[src/rtl/serv_mem_pkg.sv]
// Shared definitions for the bit-serial load/store sequencer.
package serv_mem_pkg;

  // Sequencer states, 2-bit encoding.
  typedef enum logic [1:0] {
    IDLE  = 2'd0,
    CHECK = 2'd1,
    BUS   = 2'd2,
    SHIFT = 2'd3
  } state_t;

  localparam int WORD_BITS = 32;

  // Width of the shift counter: one word takes WORD_BITS/w serial cycles.
  function automatic int cnt_w(input int w);
    return $clog2(WORD_BITS / w);
  endfunction

endpackage

[src/rtl/serv_mem_ctrl_if.sv]
// Request, Wishbone data-bus and status signals between the core and the
// load/store sequencer.
interface serv_mem_ctrl_if;
  logic       i_req;
  logic       i_we;
  logic       i_word;
  logic       i_half;
  logic [1:0] i_adr_lsb;
  logic       i_misalign;
  logic       i_wb_ack;
  logic [1:0] o_lsb;
  logic [1:0] o_bytecnt;
  logic       o_shift_en;
  logic       o_wb_cyc;
  logic       o_wb_we;
  logic       o_busy;
  logic       o_done;
  logic       o_trap;

  // Core / memory-interface side: issues requests, observes sequencing.
  modport master (
    output i_req, i_we, i_word, i_half, i_adr_lsb, i_misalign, i_wb_ack,
    input  o_lsb, o_bytecnt, o_shift_en, o_wb_cyc, o_wb_we, o_busy,
           o_done, o_trap
  );

  // Sequencer side.
  modport slave (
    input  i_req, i_we, i_word, i_half, i_adr_lsb, i_misalign, i_wb_ack,
    output o_lsb, o_bytecnt, o_shift_en, o_wb_cyc, o_wb_we, o_busy,
           o_done, o_trap
  );
endinterface

[src/rtl/serv_mem_cnt.sv]
// Serial shift counter: up-counter with enable, synchronous clear and a
// terminal-count flag. Wraps naturally to zero after the last count.
module serv_mem_cnt #(
  parameter int CNT_W = 5
) (
  input  logic             clk,
  input  logic             rst,
  input  logic             clr,
  input  logic             en,
  output logic [CNT_W-1:0] cnt,
  output logic             last
);

  // Count shift cycles; clear on reset or when a new request is accepted.
  always_ff @(posedge clk) begin
    if (rst || clr) begin
      cnt <= '0;
    end else if (en) begin
      cnt <= cnt + CNT_W'(1);
    end
  end

  assign last = &cnt;

endmodule

[src/rtl/serv_mem_ctrl.sv]
// Load/store sequencer for the bit-serial memory path.
//
//   state | meaning
//   IDLE  | waiting for i_req; latches access control on acceptance
//   CHECK | one cycle to evaluate misalignment; trap or pick first phase
//   BUS   | Wishbone cycle held until i_wb_ack
//   SHIFT | serial data shift for one full word (32/W cycles)
//
// Store = SHIFT then BUS (data must be in place before the write).
// Load  = BUS then SHIFT (read data is shifted out after the ack).
module serv_mem_ctrl
  import serv_mem_pkg::*;
#(
  parameter int W        = 1,
  parameter int WITH_CSR = 1
) (
  input logic          i_clk,
  input logic          i_rst,
  serv_mem_ctrl_if.slave bus
);

  localparam int CNT_W = cnt_w(W);

  state_t             state;
  state_t             state_nxt;
  logic               we_q;
  logic               word_q;
  logic               half_q;
  logic [1:0]         lsb_q;
  logic               accept;
  logic [CNT_W-1:0]   cnt;
  logic               cnt_last;
  logic               shift_en;
  logic               wb_cyc;
  logic               busy;
  logic               done;
  logic               trap;

  // A request is only seen in IDLE; anything arriving while busy is dropped.
  assign accept = (state == IDLE) && bus.i_req;

  serv_mem_cnt #(
    .CNT_W (CNT_W)
  ) u_cnt (
    .clk  (i_clk),
    .rst  (i_rst),
    .clr  (accept),
    .en   (shift_en),
    .cnt  (cnt),
    .last (cnt_last)
  );

  // State register.
  always_ff @(posedge i_clk) begin
    if (i_rst) begin
      state <= IDLE;
    end else begin
      state <= state_nxt;
    end
  end

  // Latch access control when a request is accepted.
  always_ff @(posedge i_clk) begin
    if (i_rst) begin
      we_q   <= 1'b0;
      word_q <= 1'b0;
      half_q <= 1'b0;
      lsb_q  <= 2'b00;
    end else if (accept) begin
      we_q   <= bus.i_we;
      word_q <= bus.i_word;
      half_q <= bus.i_half;
      lsb_q  <= bus.i_adr_lsb;
    end
  end

  // Next state and state-decoded outputs. cyc/shift_en depend on state only;
  // done/trap also qualify on the ack/misalign of the terminating cycle.
  always_comb begin
    state_nxt = state;
    shift_en  = 1'b0;
    wb_cyc    = 1'b0;
    busy      = 1'b0;
    done      = 1'b0;
    trap      = 1'b0;
    case (state)
      IDLE: begin
        if (bus.i_req) begin
          state_nxt = CHECK;
        end
      end
      CHECK: begin
        busy = 1'b1;
        if ((WITH_CSR != 0) && bus.i_misalign) begin
          trap      = 1'b1;
          state_nxt = IDLE;
        end else if (we_q) begin
          state_nxt = SHIFT;
        end else begin
          state_nxt = BUS;
        end
      end
      BUS: begin
        busy   = 1'b1;
        wb_cyc = 1'b1;
        if (bus.i_wb_ack) begin
          if (we_q) begin
            done      = 1'b1;
            state_nxt = IDLE;
          end else begin
            state_nxt = SHIFT;
          end
        end
      end
      SHIFT: begin
        busy     = 1'b1;
        shift_en = 1'b1;
        if (cnt_last) begin
          if (we_q) begin
            state_nxt = BUS;
          end else begin
            done      = 1'b1;
            state_nxt = IDLE;
          end
        end
      end
      default: begin
        state_nxt = IDLE;
      end
    endcase
  end

  assign bus.o_lsb      = lsb_q;
  assign bus.o_bytecnt  = cnt[CNT_W-1 -: 2];
  assign bus.o_shift_en = shift_en;
  assign bus.o_wb_cyc   = wb_cyc;
  assign bus.o_wb_we    = we_q & wb_cyc;
  assign bus.o_busy     = busy;
  assign bus.o_done     = done;
  assign bus.o_trap     = trap;

endmodule

[src/flat_wrapper.sv]
// flat-port wrapper written by rule: the top's interface ports become plain ports
module serv_mem_ctrl_flat import serv_mem_pkg::*;
#(
  parameter int W        = 1,
  parameter int WITH_CSR = 1
)
  (i_clk, i_rst, bus_i_req, bus_i_we, bus_i_word, bus_i_half, bus_i_adr_lsb, bus_i_misalign, bus_i_wb_ack, bus_o_lsb, bus_o_bytecnt, bus_o_shift_en, bus_o_wb_cyc, bus_o_wb_we, bus_o_busy, bus_o_done, bus_o_trap);
  serv_mem_ctrl_if bus_i ();
  input logic i_clk;
  input logic i_rst;
  input wire logic [$bits(bus_i.i_req)-1:0] bus_i_req;
  input wire logic [$bits(bus_i.i_we)-1:0] bus_i_we;
  input wire logic [$bits(bus_i.i_word)-1:0] bus_i_word;
  input wire logic [$bits(bus_i.i_half)-1:0] bus_i_half;
  input wire logic [$bits(bus_i.i_adr_lsb)-1:0] bus_i_adr_lsb;
  input wire logic [$bits(bus_i.i_misalign)-1:0] bus_i_misalign;
  input wire logic [$bits(bus_i.i_wb_ack)-1:0] bus_i_wb_ack;
  output wire logic [$bits(bus_i.o_lsb)-1:0] bus_o_lsb;
  output wire logic [$bits(bus_i.o_bytecnt)-1:0] bus_o_bytecnt;
  output wire logic [$bits(bus_i.o_shift_en)-1:0] bus_o_shift_en;
  output wire logic [$bits(bus_i.o_wb_cyc)-1:0] bus_o_wb_cyc;
  output wire logic [$bits(bus_i.o_wb_we)-1:0] bus_o_wb_we;
  output wire logic [$bits(bus_i.o_busy)-1:0] bus_o_busy;
  output wire logic [$bits(bus_i.o_done)-1:0] bus_o_done;
  output wire logic [$bits(bus_i.o_trap)-1:0] bus_o_trap;
  assign bus_i.i_req = bus_i_req;
  assign bus_i.i_we = bus_i_we;
  assign bus_i.i_word = bus_i_word;
  assign bus_i.i_half = bus_i_half;
  assign bus_i.i_adr_lsb = bus_i_adr_lsb;
  assign bus_i.i_misalign = bus_i_misalign;
  assign bus_i.i_wb_ack = bus_i_wb_ack;
  assign bus_o_lsb = bus_i.o_lsb;
  assign bus_o_bytecnt = bus_i.o_bytecnt;
  assign bus_o_shift_en = bus_i.o_shift_en;
  assign bus_o_wb_cyc = bus_i.o_wb_cyc;
  assign bus_o_wb_we = bus_i.o_wb_we;
  assign bus_o_busy = bus_i.o_busy;
  assign bus_o_done = bus_i.o_done;
  assign bus_o_trap = bus_i.o_trap;
  serv_mem_ctrl #(.W(W), .WITH_CSR(WITH_CSR)) u_core (.i_clk(i_clk), .i_rst(i_rst), .bus(bus_i));
endmodule
[config.mk]
export PLATFORM = sky130hd
export DESIGN_NAME = serv_mem_ctrl_flat
export DESIGN_NICKNAME = d
export VERILOG_FILES = /design/src/rtl/serv_mem_pkg.sv /design/src/rtl/serv_mem_ctrl_if.sv /design/src/rtl/serv_mem_cnt.sv /design/src/rtl/serv_mem_ctrl.sv /design/src/flat_wrapper.sv
export SDC_FILE = /design/constraint.sdc
export NUM_CORES = 1
export LEC_CHECK = 0
export BUFFER_PORTS_ARGS = -buffer_cell sky130_fd_sc_hd__buf_2
export CAP_MARGIN = 5
export CORE_MARGIN = 10
export CORE_UTILIZATION = 35
export CTS_BUF_LIST = sky130_fd_sc_hd__clkbuf_16
export CTS_CLUSTER_SIZE = 16
export DETAILED_ROUTE_END_ITERATION = 6
export HOLD_SLACK_MARGIN = 0.05
export MAX_ROUTING_LAYER = met4
export PLACE_DENSITY = 0.59
export SLEW_MARGIN = 20
export SYNTH_ARGS = -nofsm -noshare
export SYNTH_HDL_FRONTEND = slang
export SYNTH_HIERARCHICAL = 1
export SYNTH_SLANG_ARGS = --single-unit
[constraint.sdc]
create_clock -name i_clk -period 3.7 [get_ports i_clk]
set_clock_uncertainty 0.15 [all_clocks]
set_input_delay 0.555 -clock i_clk [delete_from_list [all_inputs] [get_ports i_clk]]
set_output_delay 0.555 -clock i_clk [all_outputs]
set_load 0.02 [all_outputs]
# Word level (Yosys, flattened, before mapping)
# Cells that the tools add are included.
# Widths: inputs -> output; s select.
word_totals:
  reg_bits: 10
  in_bits: 10
  word_cells: 36
op_classes:
  n_addsub: 1
  n_eq_ne: 6
  mux: 18
  n_bitwise: 1
  n_reduce_logical: 6
ops:
  columns: ["cell", "count"]
  rows:
  - ["$mux 2", 6]
  - ["$mux 1", 10]
  - ["$pmux 2 s4", 1]
  - ["$add 5x1->5 const B", 1]
  - ["$reduce_and 5->1", 1]
  - ["$eq 2x2->1 const B", 2]
  - ["$ne 2x2->1 const B", 2]
  - ["$reduce_and 3->1", 1]
  - ["$reduce_or 3->1", 1]
  - ["$eq 2x1->1 const B", 1]
  - ["$logic_not 2->1", 1]
  - ["$ne 2x1->1 const B", 1]
  - ["$pmux 1 s2", 1]
  - ["$and 1x1->1", 1]
  - ["$logic_and 1x1->1", 1]
  - ["$logic_or 1x1->1", 1]

# Depth between registers and ports, before layout
# Gate-level depths: netlist (run 1).
depth:
  depth_word: 3
  mapped_depth: 5
  ltp_nobuf: 5

# Cells and area by module
# The synthesis (run 1) kept the hierarchy.
modules_own_cells:
  columns: ["mod", "n_inst", "cells_per_inst", "area_each_um2", "seq_area_each_um2"]
  rows:
  - ["serv_mem_ctrl", 1, 31, 290.3, 100.1]
  - ["serv_mem_cnt", 1, 23, 260.2, 100.1]

# Least setup slack after synthesis (run 1)
# OpenSTA, ideal clock, no wires.
synth_path:
  path_type: "register -> output"
  start: "reg u_core.u_cnt.cnt[0]"
  end: "out bus_o_done"
  arrival_time_ns: 1.344
  path_slack_ns: 1.651
  stages_incl_launch_ff: 6
  cell_sequence: "dfxtp_1 -> ha_1 -> and3_1 -> ha_1 -> nand3b_1 -> a21oi_1"
synth_between:
  elab_chain_len: 3
synth_lines:
  columns: ["element", "line", "source"]
  rows:
  - ["start, declared", "serv_mem_cnt.sv:10", "output logic [CNT_W-1:0] cnt,"]
  - ["start signal, assigned", "serv_mem_cnt.sv:19", "cnt <= cnt + CNT_W'(1);"]
  - ["$reduce_and 5->1", "serv_mem_cnt.sv:23", "assign last = &cnt;"]
  - ["named net u_core.cnt_last", "serv_mem_ctrl.sv:32", "logic cnt_last;"]
  - ["$mux 1", "serv_mem_ctrl.sv:118", "if (cnt_last) begin"]
  - ["$pmux 1 s2", "serv_mem_ctrl.sv:86", "case (state)"]
  - ["end, declared", "flat_wrapper.sv:24", "output wire logic [$bits(bus_i.o_done)-1:0] bus_o_done;"]
# The timed path passes the listed nets, and every way through them passes these cells.

# Final worst setup path (run 1)
# Same ends and word-level chain as after synthesis.

==> metrics.md, run 1 <==
| Metric | Value |
|---|---|
| CTS Buffer Depth | `2` |
| Max-slew violation count | `0` |
| Critical Path Start Type | `flip-flop` |
| Vias in the first global route | `456` |
| TNS Setup | `0 ns` |
| Hpwl dp | `876 um` |
| Initial Util | `37.0%` |
| DRT iter0 DRCs | `1` |
| # nets final | `86` |
| Syn-to-layout area delta | `29.3%` |
| Critical path class | `flip-flop to primary output` |
| Area leader, netlist | `dfxtp_1` |
| Wire per inst | `13.2 um` |
| Number of placed cells counting well taps | `85` |
| Port Buffer Count | `17` |
| Worst slew pin tran | `0.346 ns` |
| Remaining antenna violation count after routing | `0` |
| Drt pass-1 iters | `4` |
| Die height | `59.7 um` |
| Clock-pin slew on the worst setup and hold paths | `0.04 ns` |
| Number of fill cells in the layout | `145` |
| Ratio of cells with drive above 1 in the final layout | `37.0%` |
| Warnings from Yosys | `6` |
| Core Region | `1490 um2` |
| # Post-CTS Setup Buffers | `0` |
| Outcome | `completed` |
| Via density | `4.84` |
| Power Density | `500 nW/um2` |
| Clk root buf | `clkbuf_16` |
| Global route hottest layer | `met2` |
| Die extent in x | `59.7 um` |
| CTS Sinks | `10` |
| Drt drc | `0` |
| Post-synth EDFFs | `0` |
| Hold buffers post-CTS | `0` |
| Total CTS buffers | `3` |
| # resized after CTS | `0` |
| Global route overflow | `0` |
| Maximum clock rate | `431 MHz` |
| Netlist cell types | `27` |
| Worst path required time | `2.99 ns` |
| Final Cycle Share | `62.8%` |
| Ys async rst share | `0%` |
| Max FO, Critical Path | `3` |
| Met2 Resource Use GR | `11.3%` |
| Initial antenna violation count | `0` |
| CTS tree | `done` |
| Yosys reg bits | `10` |
| Synth area leaders | `dfxtp_1 36%, mux2i_1 9.1%, nand3b_1 5.5%` |
| Antenna Cells | `0` |
| H-tree levels | `1` |
| Sequential cell area fraction in the yosys report | `36.4%` |
| Global routing usage on met3 | `3.60%` |
| Die ar. | `3560 um2` |
| Worst EP arrival | `1.62 ns` |
| Rows | `14` |
| Rel. slew slack | `76.9%` |
| Count leader, synth | `dfxtp_1` |
| Synth Instances | `54` |
| Synth top area share | `36.4%` |
| Via count | `431` |
| Synth Flop Type | `dfxtp_1` |
| Post-synthesis cell area | `551 um2` |
| Leakage | `0.342 nW` |
| Syn_nets | `66` |
| Post-synth top cells | `10 x dfxtp_1, 7 x nor2_1, 5 x mux2i_1, 4 x nand3b_1, 3 x a21oi_1` |
| Cell Count, Final, Fillers Out | `89` |
| Minimum clock period | `2.32 ns` |
| Setup slack after layout | `1.38 ns` |
| HP Class | `flip-flop to flip-flop` |
| Crit end category | `primary output` |
| Worst vdd ir | `0.000404 V` |
| First-pass GRT wire length | `2020 um` |
| Largest net degree at the start of global routing | `9` |
| GR Util All Layers | `7.55%` |
| Clk_lat worst skew | `0.23 ns` |
| Final Cell Area | `712 um2` |
| Hold Fails Final Rpt | `0` |
| Pre-CTS worst setup slack | `1.62 ns` |
| Final setup fails | `0` |
| I/O pin count | `20` |
| Avg Cell Area, Syn | `10.2 um2` |
| Final Wtd Congestion | `0.675` |
| Dpl cell area | `633 um2` |
| M1 GR Usage | `8.47%` |
| Final wirelength | `1170 um` |
| RSZ-0062 raised after global routing | `false` |
| Max Cap Violations | `0` |
[metrics by stage]
step | hold slack, ns | power, mW | utilization (%)
after floorplan | 0.373 | 0.155 | -
after global placement | 0.319 | 0.167 | 42.5
after detailed placement | 0.337 | 0.167 | 42.5
after CTS | 0.354 | 0.361 | 47.8
after global routing | 0.413 | 0.374 | 47.8
final | 0.351 | 0.356 | 47.8
[flip-flops by register name (all words and copies together) (netlist names)]
register	cells
u_core/bus.o_lsb	2
u_core/we_q	1
u_core/state	2
u_core/u_cnt/cnt	5
[layout make-up]
class | count | area [um2] | area share [%]
clock buffers | 3 | 75.1 | 10.5
multi-input cells | 40 | 320 | 45.0
inverters | 2 | 7.51 | 1.05
well taps | 16 | 20.0 | 2.81
repair buffers | 17 | 85.1 | 12.0
clock inverters | 1 | 3.75 | 0.527
flip-flops and latches | 10 | 200 | 28.1
[metal layers]
layer	up-vias	wire (um)
met5	-	0
met4	0	12
met3	2	62
met2	9	536
met1	190	560
li1	230	-
[logic make-up (layout without fill, tap and decap cells)]
| kind of cell | Yosys count | in the layout | share of synthesized area, % |
|---|---|---|---|
| AND/OR/NAND/NOR | 24 | 24 | 30.5 |
| flip-flops | 10 | 10 | 36.4 |
| AO/OA/AOI/OAI | 7 | 7 | 9.77 |
| multiplexers | 6 | 6 | 11.8 |
| buffers and inverters | 4 | 23 | 5.45 |
| adder cells (fa/ha/maj) | 2 | 2 | 4.54 |
| XOR/XNOR | 1 | 1 | 1.59 |
[worst paths after layout]
path	from	end	slack, ns	cells past startpoint
worst max-delay path	u_core/u_cnt/cnt[0]	bus_o_done	1.38	6
worst min register to register	u_core/bus.o_lsb[0]	u_core/bus.o_lsb[0]	0.35	2
worst max register to register	u_core/u_cnt/cnt[0]	u_core/state[0]	2.06	5
worst min-delay path	u_core/bus.o_lsb[0]	u_core/bus.o_lsb[0]	0.35	2
[where the power goes]
| group | internal [mW] | switching [mW] | total, mW |
|---|---|---|---|
| Combinational | 0.0197 | 0.0243 | 0.0440 |
| Clock | 0.142 | 0.0497 | 0.191 |
| Sequential | 0.113 | 0.00744 | 0.121 |
| Total | 0.275 | 0.0814 | 0.356 |
[placed cells by master, fill, tap and decap left out, drive strengths merged]
| master | synthesis | final |
|---|---|---|
| a21bo | 1 | 1 |
| a21oi | 3 | 3 |
| a221oi | 1 | 1 |
| and2 | 1 | 1 |
| and3 | 3 | 3 |
| and4b | 1 | 1 |
| buf | 2 | 17 |
| clkbuf | 0 | 3 |
| clkinv | 0 | 1 |
| dfxtp | 10 | 10 |
| ha | 2 | 2 |
| inv | 2 | 2 |
| mux2 | 1 | 1 |
| mux2i | 5 | 5 |
| nand2 | 1 | 1 |
| nand2b | 1 | 1 |
| nand3 | 1 | 1 |
| nand3b | 4 | 4 |
| nand4 | 1 | 1 |
| nor2 | 7 | 7 |
| nor3 | 1 | 1 |
| nor3b | 2 | 2 |
| o21ai | 1 | 1 |
| o22a | 1 | 1 |
| or2 | 1 | 1 |
| xnor2 | 1 | 1 |
[worst max-delay path, cell delays in order (launching register included)]
cell	delay (ns)
dfxtp_1	0.40
ha_1	0.22
and3_1	0.17
ha_1	0.20
nand3b_1	0.09
a21oi_1	0.14
buf_2	0.18
Note: power is estimated with default switching activity, not from simulation.
==> run 2, diff against run 1 <==
==> constraint.sdc (replaced) <==
create_clock -name i_clk -period 2.2 [get_ports i_clk]
set_clock_uncertainty 0.15 [all_clocks]
set_input_delay 0.33 -clock i_clk [delete_from_list [all_inputs] [get_ports i_clk]]
set_output_delay 0.33 -clock i_clk [all_outputs]
set_load 0.02 [all_outputs]
==> run 2 against run 1 <==
Effect of this change: count of clock-buffer cells in the layout is the same; die area unchanged; setup slack lost 1.2 ns; final cell count did not move; first-iteration DRC count is 100% higher; critical path depth stayed put; sequential share of layout area grew 0.15 points; largest power group unchanged.
==> metrics.md, run 2 (synthesized netlist as in run 1, its figures left out) <==
| Metric | Value |
|---|---|
| Drt drc | `0 (unchanged)` |
| Worst vdd ir | `0.000749 V (was 0.000404 V)` |
| Largest register FFs | `5 (unchanged)` |
| Critical path class | `flip-flop to primary output (unchanged)` |
| First-pass GRT wire length | `1950 um (was 2020 um)` |
| Rows | `14 (unchanged)` |
| Antenna Cells | `0 (unchanged)` |
| Clk_lat worst skew | `0.23 ns (about the same)` |
| Crit. Startpoint | `u_core/u_cnt/cnt[0] (unchanged)` |
| Minimum clock period | `2.04 ns` |
| Buf/Inv on CP | `1 (unchanged)` |
| DRT iter0 DRCs | `2 (was 1)` |
| Port Buffer Count | `17 (unchanged)` |
| HP Class | `primary input to flip-flop (was flip-flop to flip-flop)` |
| Int Pwr | `462 uW (was 275 uW)` |
| Clk root buf | `clkbuf_16 (unchanged)` |
| Clock-pin slew on the worst setup and hold paths | `0.04 ns (about the same)` |
| Max-slew violation count | `0 (unchanged)` |
| HP Start | `bus_i_we (was u_core/bus.o_lsb[0])` |
| H-tree levels | `1 (unchanged)` |
| GR Util All Layers | `7.29% (was 7.55%)` |
| TNS Setup | `0 ns (unchanged)` |
| Remaining antenna violation count after routing | `0 (unchanged)` |
| Final wirelength | `1150 um (was 1170 um)` |
| Ratio of cells with drive above 1 in the final layout | `41.1% (was 37.0%)` |
| Syn-to-layout area delta | `30.2% (was 29.3%)` |
| # resized after CTS | `0 (unchanged)` |
| Global route overflow | `0 (unchanged)` |
| Worst slew pin tran | `0.325 ns (was 0.346 ns)` |
| Most common cell after layout, fill and taps aside | `buf_2 (unchanged)` |
| Largest net degree at the start of global routing | `9 (unchanged)` |
| Most flop-heavy register | `u_core/u_cnt/cnt (unchanged)` |
| Die height | `59.7 um (unchanged)` |
| I/O pin count | `20 (unchanged)` |
| Die ar. | `3560 um2 (unchanged)` |
| Worst stage delay on the critical path | `0.36 ns (was 0.40 ns)` |
| Commonest non-fill, non-tap cells in the layout | `17 x buf_2, 8 x dfxtp_1, 7 x nor2_1, 5 x mux2i_1, 4 x nand3b_1 (was 17 x buf_2, 10 x dfxtp_1, 7 x nor2_1, 5 x mux2i_1, 4 x nand3b_1)` |
| Number of fill cells in the layout | `137 (was 145)` |
| Outcome | `completed (unchanged)` |
| Die extent in x | `59.7 um (unchanged)` |
| Psw | `134 uW (was 81.4 uW)` |
| CTS tree | `done (unchanged)` |
| CTS Sinks | `10 (unchanged)` |
| Hold buffers post-CTS | `0 (unchanged)` |
| Max FO, Critical Path | `3 (unchanged)` |
| Combinational power share | `12.2% (was 12.4%)` |
| Flop pwr share | `34.1% (was 33.9%)` |
| Sw Share | `22.5% (was 22.9%)` |
| Crit end category | `primary output (unchanged)` |
| Fin Hold WS | `0.183 ns (was 0.351 ns)` |
| Clock power frac | `53.7% (about the same)` |
| Vias in the first global route | `446 (was 456)` |
| Worst path required time | `1.72 ns (was 2.99 ns)` |
| Maximum clock rate | `489 MHz` |
| Total power | `596 uW (was 356 uW)` |
| Setup slack after layout | `0.156 ns (was 1.38 ns)` |
| Core Region | `1490 um2 (unchanged)` |
| Wire per inst | `12.9 um (was 13.2 um)` |
| Initial antenna violation count | `0 (unchanged)` |
| Initial Util | `37.0% (unchanged)` |
| FF-to-FF Start | `u_core/u_cnt/cnt[0] (unchanged)` |
| Via count | `434 (was 431)` |
| Via density | `4.88 (was 4.84)` |
| Drt pass-1 iters | `3 (was 4)` |
| Hold Fails Final Rpt | `0 (unchanged)` |
| Rel. slew slack | `78.3% (was 76.9%)` |
| # Post-CTS Setup Buffers | `0 (unchanged)` |
| Max Cap Violations | `0 (unchanged)` |
| CP top delay family | `adder cells (unchanged)` |
| Final Cycle Share | `92.9%` |
| Hpwl dp | `862 um (was 876 um)` |
| Power Density | `832 nW/um2 (was 500 nW/um2)` |
| Worst path slowest cell | `dfxtp_2 (was dfxtp_1)` |
| RSZ-0062 raised after global routing | `false (unchanged)` |
| Leakage | `0.340 nW (was 0.342 nW)` |
| # nets final | `86 (unchanged)` |
| Final setup fails | `0 (unchanged)` |
| CTS Buffer Depth | `2 (unchanged)` |
| Pre-CTS worst setup slack | `0.352 ns (was 1.62 ns)` |
| Critical Path Start Type | `flip-flop (unchanged)` |
| Total CTS buffers | `3 (unchanged)` |
| Final Wtd Congestion | `0.674 (was 0.675)` |
| Worst EP arrival | `1.56 ns (was 1.62 ns)` |
| Cell Chain, Critical Path | `ha_2 > and3_1 > ha_1 > nand3b_1 > a21oi_1 > buf_2 (was ha_1 > and3_1 > ha_1 > nand3b_1 > a21oi_1 > buf_2)` |
==> run 2: metrics by stage <==
stage               utilization [%]  instances  instance area [um2]
CTS                            47.8         89                  712
global placement               42.5         85                  633
floorplan                         -         54                  551
finish                         48.2         89                  717
detailed placement             42.5         85                  633
global route                   48.2         89                  717
==> run 2: final timing paths <==
path                          to  slack [ns]  cells past startpoint
min reg2reg  u_core/bus.o_lsb[0]        0.34                      2
max reg2reg      u_core/state[0]        0.62                      5
max                   bus_o_done        0.16                      6
min                  u_core/we_q        0.18                      3
==> run 2: power by group through the flow <==
stage / registers [mW] / logic [mW] / clock network, mW
finish: 0.203 / 0.0730 / 0.320
CTS: 0.203 / 0.0746 / 0.328
floorplan: 0.203 / 0.0577 / 0
detailed placement: 0.206 / 0.0748 / 0
global placement: 0.206 / 0.0739 / 0
global route: 0.205 / 0.0815 / 0.340
==> run 2: final cells by class <==
class | instances | area, um2 | share of cell area [%]
inverter | 2 | 7.51 | 1.05
tap | 16 | 20.0 | 2.79
multi-input combinational | 40 | 323 | 45.0
clock inverter | 1 | 3.75 | 0.524
clock buffer | 3 | 75.1 | 10.5
timing repair buffer | 17 | 85.1 | 11.9
sequential | 10 | 203 | 28.3
==> run 2: worst register-to-register path, stage by stage, from the launching register on <==
cell,delay [ns]
dfxtp_2,0.34
ha_2,0.19
and3_1,0.19
ha_1,0.21
o22a_1,0.21
a221oi_2,0.20
==> run 2: metal layers <==
layer,part of all wire [%],up-vias,global-route usage (%)
met5,0,-,-
met4,0.87,0,2.88
met3,4.7,2,3.60
met2,48,9,11.0
met1,46,192,7.98
li1,-,231,-
==> run 3, diff against run 2 <==
--- a/config.mk
+++ b/config.mk
@@ -7,14 +7,16 @@
 export LEC_CHECK = 0
 export BUFFER_PORTS_ARGS = -buffer_cell sky130_fd_sc_hd__buf_2
 export CAP_MARGIN = 5
+export CELL_PAD_IN_SITES_DETAIL_PLACEMENT = 0
+export CELL_PAD_IN_SITES_GLOBAL_PLACEMENT = 1
 export CORE_MARGIN = 10
-export CORE_UTILIZATION = 35
+export CORE_UTILIZATION = 34
 export CTS_BUF_LIST = sky130_fd_sc_hd__clkbuf_16
 export CTS_CLUSTER_SIZE = 16
 export DETAILED_ROUTE_END_ITERATION = 6
 export HOLD_SLACK_MARGIN = 0.05
 export MAX_ROUTING_LAYER = met4
-export PLACE_DENSITY = 0.59
+export PLACE_DENSITY = 0.73
 export SLEW_MARGIN = 20
 export SYNTH_ARGS = -nofsm -noshare
 export SYNTH_HDL_FRONTEND = slang
==> run 3 against run 2 <==
Effect of this change: sequential cell count unchanged; critical path depth unchanged; count of clock-buffer cells in the layout unchanged; clock power decreased by 3%; design area decreased by 0.52%; wire length decreased by 2.1%; final cell count decreased by 1.1%; die area increased by 2.0%; critical path type unchanged; core utilization decreased by 1.4 points; non-clock buffer count unchanged; highest routed layer unchanged.
==> metrics.md, run 3 (synthesized netlist as in run 1, its figures left out) <==
| Metric | Value |
|---|---|
| Power Density | `822 nW/um2 (was 832 nW/um2)` |
| Initial antenna violation count | `0 (unchanged)` |
| Minimum clock period | `2.03 ns (was 2.04 ns)` |
| FF-to-FF Start | `u_core/u_cnt/cnt[0] (unchanged)` |
| Core Util, Final | `46.8% (was 48.2%)` |
| Largest net degree at the start of global routing | `9 (unchanged)` |
| Core Region | `1520 um2 (was 1490 um2)` |
| Maximum clock rate | `493 MHz (was 489 MHz)` |
| Number of fill cells in the layout | `148 (was 137)` |
| Global routing usage on met3 | `3.18% (was 3.60%)` |
| Worst EP arrival | `1.55 ns (was 1.56 ns)` |
| Wire per inst | `12.7 um (was 12.9 um)` |
| Vias in the first global route | `449 (was 446)` |
| Global route overflow | `0 (unchanged)` |
| First-pass GRT wire length | `1930 um (was 1950 um)` |
| Drt drc | `0 (unchanged)` |
| Commonest non-fill, non-tap cells in the layout | `17 x buf_2, 8 x dfxtp_1, 7 x nor2_1, 5 x mux2i_1, 4 x nand3b_1 (unchanged)` |
| Via density | `5.01 (was 4.88)` |
| Hold Fails Final Rpt | `0 (unchanged)` |
| CTS Buffer Depth | `2 (unchanged)` |
| CTS tree | `done (unchanged)` |
| Critical Path Start Type | `flip-flop (unchanged)` |
| Largest register FFs | `5 (unchanged)` |
| Clk root buf | `clkbuf_16 (unchanged)` |
| Rel. slew slack | `78.0% (was 78.3%)` |
| Max FO, Critical Path | `3 (unchanged)` |
| Antenna Cells | `0 (unchanged)` |
| H-tree levels | `1 (unchanged)` |
| TNS Setup | `0 ns (unchanged)` |
| Worst vdd ir | `0.000416 V (was 0.000749 V)` |
| Remaining antenna violation count after routing | `0 (unchanged)` |
| Rows | `14 (unchanged)` |
| Die ar. | `3630 um2 (was 3560 um2)` |
| Final wirelength | `1120 um (was 1150 um)` |
| Worst path required time | `1.72 ns (about the same)` |
| GR Util All Layers | `7.11% (was 7.29%)` |
| Critical path class | `flip-flop to primary output (unchanged)` |
| Setup slack after layout | `0.171 ns (was 0.156 ns)` |
| Dpl cell area | `633 um2 (unchanged)` |
| Hold buffers post-CTS | `0 (unchanged)` |
| HP Start | `bus_i_we (unchanged)` |
| Most common cell after layout, fill and taps aside | `buf_2 (unchanged)` |
| I/O pin count | `20 (unchanged)` |
| Final Wtd Congestion | `0.712 (was 0.674)` |
| Clk_lat worst skew | `0.23 ns (about the same)` |
| Final Cycle Share | `92.2% (was 92.9%)` |
| Die height | `60.2 um (was 59.7 um)` |
| Outcome | `completed (unchanged)` |
| Global route hottest layer | `met2 (unchanged)` |
| Drt pass-1 iters | `4 (was 3)` |
| Leakage | `0.338 nW (was 0.340 nW)` |
| # Post-CTS Setup Buffers | `0 (unchanged)` |
| Die extent in x | `60.2 um (was 59.7 um)` |
| Ratio of cells with drive above 1 in the final layout | `41.7% (was 41.1%)` |
| CTS Sinks | `10 (unchanged)` |
| Met2 Resource Use GR | `10.3% (was 11.0%)` |
| Total CTS buffers | `3 (unchanged)` |
| Most flop-heavy register | `u_core/u_cnt/cnt (unchanged)` |
| Syn-to-layout area delta | `29.5% (was 30.2%)` |
| Pre-CTS worst setup slack | `0.330 ns (was 0.352 ns)` |
| M1 GR Usage | `7.94% (was 7.98%)` |
| HP Class | `primary input to flip-flop (unchanged)` |
| Clock-pin slew on the worst setup and hold paths | `0.04 ns (about the same)` |
| Crit. Startpoint | `u_core/u_cnt/cnt[0] (unchanged)` |
| Max Cap Violations | `0 (unchanged)` |
| Crit end category | `primary output (unchanged)` |
| Hpwl dp | `875 um (was 862 um)` |
| RSZ-0062 raised after global routing | `false (unchanged)` |
| # nets final | `86 (unchanged)` |
| Final setup fails | `0 (unchanged)` |
| Port Buffer Count | `17 (unchanged)` |
| Final Cell Area | `713 um2 (was 717 um2)` |
| Worst slew pin tran | `0.329 ns (was 0.325 ns)` |
| Via count | `441 (was 434)` |
| Max-slew violation count | `0 (unchanged)` |
| Initial Util | `36.1% (was 37.0%)` |
| DRT iter0 DRCs | `10 (was 2)` |
| Total power | `586 uW (was 596 uW)` |
==> run 3: area by class of cell <==
| cell class | instances | area [um2] | share of cell area, % |
|---|---|---|---|
| clock buffers | 3 | 75.1 | 10.5 |
| inverters | 2 | 7.51 | 1.05 |
| multi-input cells | 40 | 323 | 45.3 |
| flip-flops and latches | 10 | 203 | 28.4 |
| well taps | 16 | 20.0 | 2.81 |
| repair buffers | 17 | 85.1 | 11.9 |
==> run 3: what timing repair did <==
item / 4_1_cts / 5_1_grt
setup endpoints to repair: 0 / 1
gates resized for setup: 0 / 3
hold endpoints to repair: 0 / 0
==> run 3: report_power, final <==
part	leakage [nW]	switching, mW	total [mW]	internal [mW]
logic	0.219	0.0404	0.0737	0.0332
clock network	0.0370	0.0744	0.309	0.235
registers	0.0825	0.0129	0.204	0.191
==> run 3: worst paths after layout <==
path	end	slack [ns]	cells after the start
setup reg to reg	u_core/state[0]	0.63	5
setup / recovery	bus_o_done	0.17	6
hold / removal	u_core/we_q	0.19	3
hold reg to reg	u_core/bus.o_lsb[0]	0.34	2
==> run 3: worst max-delay path, cell delays in order, from the launching register on <==
cell,delay [ns]
dfxtp_2,0.36
ha_2,0.19
and3_1,0.16
ha_1,0.19
nand3b_1,0.08
a21oi_1,0.15
buf_2,0.18
==> run 3: layer usage <==
| layer | vias to the layer above | wire length, um | share of wire, % |
|---|---|---|---|
| li1 | 230 | - | - |
| met1 | 199 | 550 | 49 |
| met2 | 10 | 486 | 43 |
| met3 | 2 | 72 | 6.4 |
| met4 | 0 | 11 | 0.98 |
| met5 | - | 0 | 0 |
==> run 3: metrics by stage <==
step                      hold WS [ns]  cells
after global routing             0.222     88
after global placement           0.320     85
after CTS                        0.186     88
after floorplan                  0.246     54
final                            0.185     88
after detailed placement         0.336     85
